`config.mk`:
```
export PLATFORM = sky130hd
export DESIGN_NAME = accum_post_proc
export DESIGN_NICKNAME = d
export VERILOG_FILES = /design/src/rtl/accum_post_proc.sv
export SDC_FILE = /design/constraint.sdc
export NUM_CORES = 1
export LEC_CHECK = 0
export BUFFER_PORTS_ARGS = -buffer_cell sky130_fd_sc_hd__buf_2
export CORE_MARGIN = 8
export CORE_UTILIZATION = 30
export CTS_BUF_LIST = sky130_fd_sc_hd__clkbuf_16
export DETAILED_ROUTE_END_ITERATION = 10
export GPL_TIMING_DRIVEN = 0
export SLEW_MARGIN = 10
export SYNTH_ARGS = -nofsm -noshare
export SYNTH_HDL_FRONTEND = slang
export SYNTH_SLANG_ARGS = --single-unit
```
`constraint.sdc`:
```
create_clock -name clk -period 5.1 [get_ports clk]
set_clock_uncertainty 0.1 [all_clocks]
set_input_delay 0.51 -clock clk [delete_from_list [all_inputs] [get_ports clk]]
set_output_delay 0.51 -clock clk [all_outputs]
set_load 0.1 [all_outputs]
```
`src/rtl/accum_post_proc.sv`:
```
// Post-processing stage behind the channel accumulator: bias add, optional ReLU,
// rounding right shift and saturation, buffered in a small credit-managed output FIFO.
module accum_post_proc #(
    parameter int ACC_WIDTH  = 32,
    parameter int BIAS_WIDTH = 32,
    parameter int OUT_WIDTH  = 8,
    parameter int N_FILTER   = 8,
    parameter int FIFO_DEPTH = 4,
    localparam int IDX_W     = (N_FILTER > 1) ? $clog2(N_FILTER) : 1
) (
    input  logic                  clk,
    input  logic                  rst_n,
    input  logic [ACC_WIDTH-1:0]  in_data,
    input  logic                  in_valid,
    output logic                  in_ready,
    input  logic                  frame_start,
    input  logic [4:0]            cfg_shift,
    input  logic                  cfg_relu_en,
    input  logic                  bias_we,
    input  logic [IDX_W-1:0]      bias_addr,
    input  logic [BIAS_WIDTH-1:0] bias_wdata,
    output logic [OUT_WIDTH-1:0]  out_data,
    output logic                  out_valid,
    input  logic                  out_ready,
    output logic                  ovf_drop,
    output logic [15:0]           sat_cnt
);

    localparam int PTR_W = (FIFO_DEPTH > 1) ? $clog2(FIFO_DEPTH) : 1;
    localparam int CNT_W = PTR_W + 1;
    localparam int SUM_W = ACC_WIDTH + 1;
    localparam int RND_W = ACC_WIDTH + 2;

    localparam logic signed [RND_W-1:0] C_ONE     = RND_W'(1);
    localparam logic signed [RND_W-1:0] C_OUT_MAX =
        {{(RND_W - OUT_WIDTH + 1){1'b0}}, {(OUT_WIDTH-1){1'b1}}};
    localparam logic signed [RND_W-1:0] C_OUT_MIN =
        {{(RND_W - OUT_WIDTH + 1){1'b1}}, {(OUT_WIDTH-1){1'b0}}};

    logic [BIAS_WIDTH-1:0]      r_bias [N_FILTER];
    logic [IDX_W-1:0]           r_idx;
    logic                       r_s1_vld;
    logic signed [SUM_W-1:0]    r_s1_sum;
    logic                       r_s2_vld;
    logic signed [RND_W-1:0]    r_s2_val;
    logic [OUT_WIDTH-1:0]       r_mem [FIFO_DEPTH];
    logic [PTR_W-1:0]           r_wr_ptr;
    logic [PTR_W-1:0]           r_rd_ptr;
    logic [CNT_W-1:0]           r_count;
    logic [OUT_WIDTH-1:0]       r_hold;
    logic                       r_ovf;
    logic [15:0]                r_sat_cnt;

    logic                       w_accept;
    logic [BIAS_WIDTH-1:0]      w_bias_raw;
    logic signed [SUM_W-1:0]    w_in_ext;
    logic signed [SUM_W-1:0]    w_bias_ext;
    logic signed [SUM_W-1:0]    w_relu;
    logic signed [RND_W-1:0]    w_rnd_add;
    logic signed [RND_W-1:0]    w_rnd_in;
    logic signed [RND_W-1:0]    w_shifted;
    logic [OUT_WIDTH-1:0]       w_out;
    logic                       w_sat;
    logic                       w_push;
    logic                       w_pop;
    logic [CNT_W:0]             w_credit;

    // Credit counts everything accepted but not yet popped, so the pipeline never stalls.
    assign w_credit = {1'b0, r_count} + (CNT_W+1)'(r_s1_vld) + (CNT_W+1)'(r_s2_vld);
    assign in_ready = (w_credit < (CNT_W+1)'(FIFO_DEPTH));
    assign w_accept = in_valid & in_ready;

    always_ff @(posedge clk or negedge rst_n) begin
        if (!rst_n) begin
            for (int i = 0; i < N_FILTER; i++) r_bias[i] <= '0;
        end else if (bias_we && (int'(bias_addr) < N_FILTER)) begin
            r_bias[bias_addr] <= bias_wdata;
        end
    end

    always_ff @(posedge clk or negedge rst_n) begin
        if (!rst_n) begin
            r_idx <= '0;
        end else if (frame_start) begin
            r_idx <= '0;
        end else if (w_accept) begin
            r_idx <= (r_idx == IDX_W'(N_FILTER - 1)) ? '0 : r_idx + IDX_W'(1);
        end
    end

    assign w_bias_raw = r_bias[r_idx];
    assign w_in_ext   = {in_data[ACC_WIDTH-1], in_data};
    assign w_bias_ext = {{(SUM_W - BIAS_WIDTH){w_bias_raw[BIAS_WIDTH-1]}}, w_bias_raw};

    always_ff @(posedge clk or negedge rst_n) begin
        if (!rst_n) begin
            r_s1_vld <= 1'b0;
            r_s1_sum <= '0;
        end else begin
            r_s1_vld <= w_accept;
            if (w_accept) r_s1_sum <= w_in_ext + w_bias_ext;
        end
    end

    // Two extra bits of headroom so the rounding constant cannot wrap a large positive sum.
    always_comb begin
        w_relu = r_s1_sum;
        if (cfg_relu_en && r_s1_sum[SUM_W-1]) w_relu = '0;
        w_rnd_add = '0;
        if (cfg_shift != 5'd0) w_rnd_add = C_ONE << (cfg_shift - 5'd1);
        w_rnd_in  = {w_relu[SUM_W-1], w_relu} + w_rnd_add;
        w_shifted = w_rnd_in >>> cfg_shift;
    end

    always_ff @(posedge clk or negedge rst_n) begin
        if (!rst_n) begin
            r_s2_vld <= 1'b0;
            r_s2_val <= '0;
        end else begin
            r_s2_vld <= r_s1_vld;
            if (r_s1_vld) r_s2_val <= w_shifted;
        end
    end

    always_comb begin
        w_sat = 1'b0;
        w_out = r_s2_val[OUT_WIDTH-1:0];
        if (r_s2_val > C_OUT_MAX) begin
            w_out = C_OUT_MAX[OUT_WIDTH-1:0];
            w_sat = 1'b1;
        end else if (r_s2_val < C_OUT_MIN) begin
            w_out = C_OUT_MIN[OUT_WIDTH-1:0];
            w_sat = 1'b1;
        end
    end

    assign w_push    = r_s2_vld;
    assign out_valid = (r_count != '0);
    assign w_pop     = out_valid & out_ready;

    always_ff @(posedge clk) begin
        if (w_push) r_mem[r_wr_ptr] <= w_out;
    end

    always_ff @(posedge clk or negedge rst_n) begin
        if (!rst_n) begin
            r_wr_ptr <= '0;
            r_rd_ptr <= '0;
            r_count  <= '0;
            r_hold   <= '0;
        end else begin
            if (w_push) r_wr_ptr <= r_wr_ptr + PTR_W'(1);
            if (w_pop)  r_rd_ptr <= r_rd_ptr + PTR_W'(1);
            if (w_push && !w_pop)      r_count <= r_count + CNT_W'(1);
            else if (!w_push && w_pop) r_count <= r_count - CNT_W'(1);
            if (out_valid) r_hold <= r_mem[r_rd_ptr];
        end
    end

    // Once drained, keep presenting the last head rather than a stale RAM slot.
    assign out_data = out_valid ? r_mem[r_rd_ptr] : r_hold;

    always_ff @(posedge clk or negedge rst_n) begin
        if (!rst_n) begin
            r_ovf     <= 1'b0;
            r_sat_cnt <= '0;
        end else begin
            if (in_valid && !in_ready) r_ovf <= 1'b1;
            if (w_push && w_sat && (r_sat_cnt != 16'hFFFF)) r_sat_cnt <= r_sat_cnt + 16'd1;
        end
    end

    assign ovf_drop = r_ovf;
    assign sat_cnt  = r_sat_cnt;

endmodule

```
==> flow_metrics.tcl <==
set metrics [dict create \
    p_leak_nw 11.1 \
    drive_above_1_share_pct 29.4 \
    cts_root_buf "clkbuf_16" \
    synth_top_area_cell "dfrtp_1" \
    path_clk_slew_ns 0.06 \
    r2r-start "r_idx[0]$_DFFE_PN0P_" \
    antenna_found_initial 11 \
    drt_iter0_markers 1333 \
    synth_nets 2217 \
    clock-sinks 392 \
    final_cell_mix "360 x dfrtp_1, 311 x mux2_2, 138 x nand2_1" \
    numCtsBuffers 45 \
    antenna_left 0 \
    synth-edff-count 32 \
    htree_levels 2 \
    pwr-share-clk_pct 22.8 \
    ios 106 \
    report.final.slew_viol_count 0 \
    post-dp-hpwl_um 52200 \
    die-area_mm2 0.0870 \
    die_height_um 295 \
    rr_worst_depth 17 \
    hold_path.class "primary input to flip-flop" \
    dp_slack_ns -1.17 \
    crit_fanout 10 \
    routed_wl_um 70300 \
    swShare_pct 39.8 \
    wl_per_cell_um 21.3 \
    ir_drop_mv 0.271 \
    via_count 17700 \
    cap_violations 0 \
    port_buffers 98 \
    path_cells "clkbuf_2 -> clkbuf_2 -> nand2_1 -> clkbuf_1 -> nor2_1 -> ha_1 -> buf_6 -> nand4_1 -> nor3_1 -> nand4b_1 -> a211o_1 -> a31oi_1 -> o21ai_0 -> o21ai_1 -> a21oi_1 -> mux2_2 -> a211o_1" \
    fp-row-count 102 \
    p_switching_mw 5.40 \
    avgSynthCellArea_um2 11.3 \
    max_stage_delay_ns 0.67 \
    tritoncts "done" \
    ys_seq_area_share_pct 42.7 \
    overflow 0 \
    area_growth_pct 15.0 \
    dr.pass1.iters 7 \
    core_mm2 0.0772 \
    power_density_mw_per_mm2 506 \
    start_util_pct 30.2 \
    synth_cell_types 90 \
    grt_max_degree 121 \
    critPathSlowestCell "clkbuf_1" \
    fin_crit_sh_pct 96.9 \
    worstPathRequired_ns 5.48 \
    syn-cell-area_mm2 0.0233 \
    synth-seq-cells 392 \
    synth_compound_area_share_pct 12.4 \
    synth_xor_area_share_pct 2.59 \
    worstSetupPathType "primary input to flip-flop" \
    setup_violations 0 \
    die_w_um 295 \
    synth.mux.area_fraction_pct 23.9 \
    cp-end-kind "flip-flop" \
    viasPerCell 5.38 \
    synth-simple-area-share_pct 11.5 \
    cp.arrival_ns 5.33 \
    max_freq_mhz 202 \
    fin_nets 2370 \
    synthArstFlopShare_pct 91.8 \
    r2r_slack_ns 0.27 \
    yosys-top-cells-area "dfrtp_1 39%, mux2_2 15%, mux4_2 7.9%, edfxtp_1 4.1%, ha_1 3.9%" \
    slew_headroom_pct 29.7 \
    grt_pass1_vias 18300 \
    timing.final.ws_setup_ns 0.157 \
    hold_path.startpoint "in_valid" \
    hold_viol 0 \
    tightest_slew_ns 1.04 \
    syn_inst 2062 \
    utilization_pct 34.8 \
    final_common_cell "dfrtp_1" \
    whs_path_depth 3 \
    routabilityCongestion 0.924 \
    status "finished, final reports clean" \
    yosys_warnings 0 \
    nFillCells 7679 \
    drcViolationCount 0 \
    grt_usage_pct 15.8 \
    synth_top_family_by_area "multiplexers" \
    rr_endpoint "r_s1_sum[32]$_DFFE_PN0P_" \
    p_int_mw 8.18 \
    clock_path_buffers 3 \
    seq_power_share_pct 33.2 \
    p_comb_share_pct 44.0 \
    clock_latency_ns 0.60 \
    hold_end "ovf_drop$_DFFE_PN0P_" \
    synth_adder_area_share_pct 4.17 \
    finalCriticalPeriod_ns 4.94 \
    rsz0062_at_grt "no" \
    yosys.area.top_type_share_pct 38.6 \
    synth-main-ff-cell "dfrtp_1" \
    grt_pass1_wl_um 109000 \
    start_kind "primary input" \
]
[cells in the mapped netlist, types with 22 or more instances]
library cell,count
dfrtp_1,360
mux2_2,311
nor2_1,140
nand2_1,139
clkbuf_1,92
mux4_2,82
a21oi_1,81
o21ai_0,80
ha_1,73
and2_1,51
xnor2_1,37
nand3_1,36
a21o_1,35
edfxtp_1,32
xor2_1,32
nor3_1,27
a211oi_1,26
nand4_1,26
mux2i_1,24
inv_1,22
[kinds of logic (layout without fill, tap and decap cells)]
family	after synthesis	after routing
other	1	6
multiplexers	417	417
XOR/XNOR	69	69
adder cells (fa/ha/maj)	76	76
buffers and inverters	150	337
AND/OR/NAND/NOR	539	539
flip-flops	392	392
AO/OA/AOI/OAI	418	418
[timing repair]
item,in CTS,in global routing
setup endpoints to repair,46,40
hold buffers,2,0
buffers inserted,0,4
pin swaps,0,2
hold endpoints to repair,62,0
gates resized for setup,27,56
[routing by layer]
metal | share of wire, % | routed length [um] | up-vias | global-route usage (%)
met4 | 2.4 | 1660 | 12 | 4.03
met3 | 5.9 | 4150 | 126 | 3.27
met1 | 43 | 29900 | 9019 | 20.1
met2 | 49 | 34500 | 509 | 27.4
li1 | - | - | 8067 | -
met5 | 0.11 | 78 | - | 0
[through the flow]
stage          total power [mW]  cells  TNS [ns]  hold slack, ns  cell area (um^2)
3_3_place_gp               10.3   3200  -1237.93           0.355             25100
5_1_grt                    14.4   3289         0          0.0594             26800
3_5_place_dp               10.4   3203    -35.10           0.363             25200
4_1_cts                    13.6   3286         0          0.0355             26700
6_report                   13.6   3294         0          0.0705             26800
2_1_floorplan              8.86   2062         0           0.114             23300
[worst max path at each step]
stage                          from  cells after the start                       end
3_3_place_gp                  rst_n                      1   r_bias[173]$_DFFE_PN0P_
6_report               cfg_shift[1]                     17   r_s2_val[1]$_DFFE_PN0P_
2_1_floorplan          cfg_shift[1]                     18   r_s2_val[0]$_DFFE_PN0P_
3_5_place_dp           cfg_shift[1]                     19  r_s2_val[15]$_DFFE_PN0P_
4_1_cts                cfg_shift[1]                     18  r_s2_val[27]$_DFFE_PN0P_
5_1_grt        r_idx[0]$_DFFE_PN0P_                     17  r_s1_sum[32]$_DFFE_PN0P_
[power by group through the flow]
stage | registers (mW) | logic (mW) | clock network (mW)
2_1_floorplan | 4.52 | 4.34 | 0
4_1_cts | 4.51 | 5.94 | 3.19
3_5_place_dp | 4.56 | 5.88 | 0
5_1_grt | 4.61 | 6.48 | 3.30
6_report | 4.51 | 5.98 | 3.09
3_3_place_gp | 4.49 | 5.76 | 0
[state kept, by name (all words and copies together), names as in the netlist]
name,flops
ovf_drop,1
r_idx,3
r_s1_vld,1
r_s2_vld,1
r_s1_sum,33
r_hold,8
r_count,3
r_s2_val,34
r_bias,256
r_mem,32
r_rd_ptr,2
r_wr_ptr,2
sat_cnt,16
[final cells by class]
class	count	area, um^2	share of cell area, %
clock inverters	36	284	1.06
diodes	5	12.5	0.0466
plain buffers	123	574	2.14
flip-flops and latches	392	9970	37.1
repair buffers	107	633	2.36
multi-input cells	1520	12800	47.8
well taps	1040	1300	4.85
clock buffers	45	1130	4.19
inverters	26	101	0.378
[worst max-delay path: cells and delay by family]
family                   cells  cell delay, ns
adder cells (fa/ha/maj)      1            0.40
buffers and inverters        4            1.21
multiplexers                 1            0.40
AO/OA/AOI/OAI                6            1.74
AND/OR/NAND/NOR              5            1.05
Power figures use the tool's default switching activity.
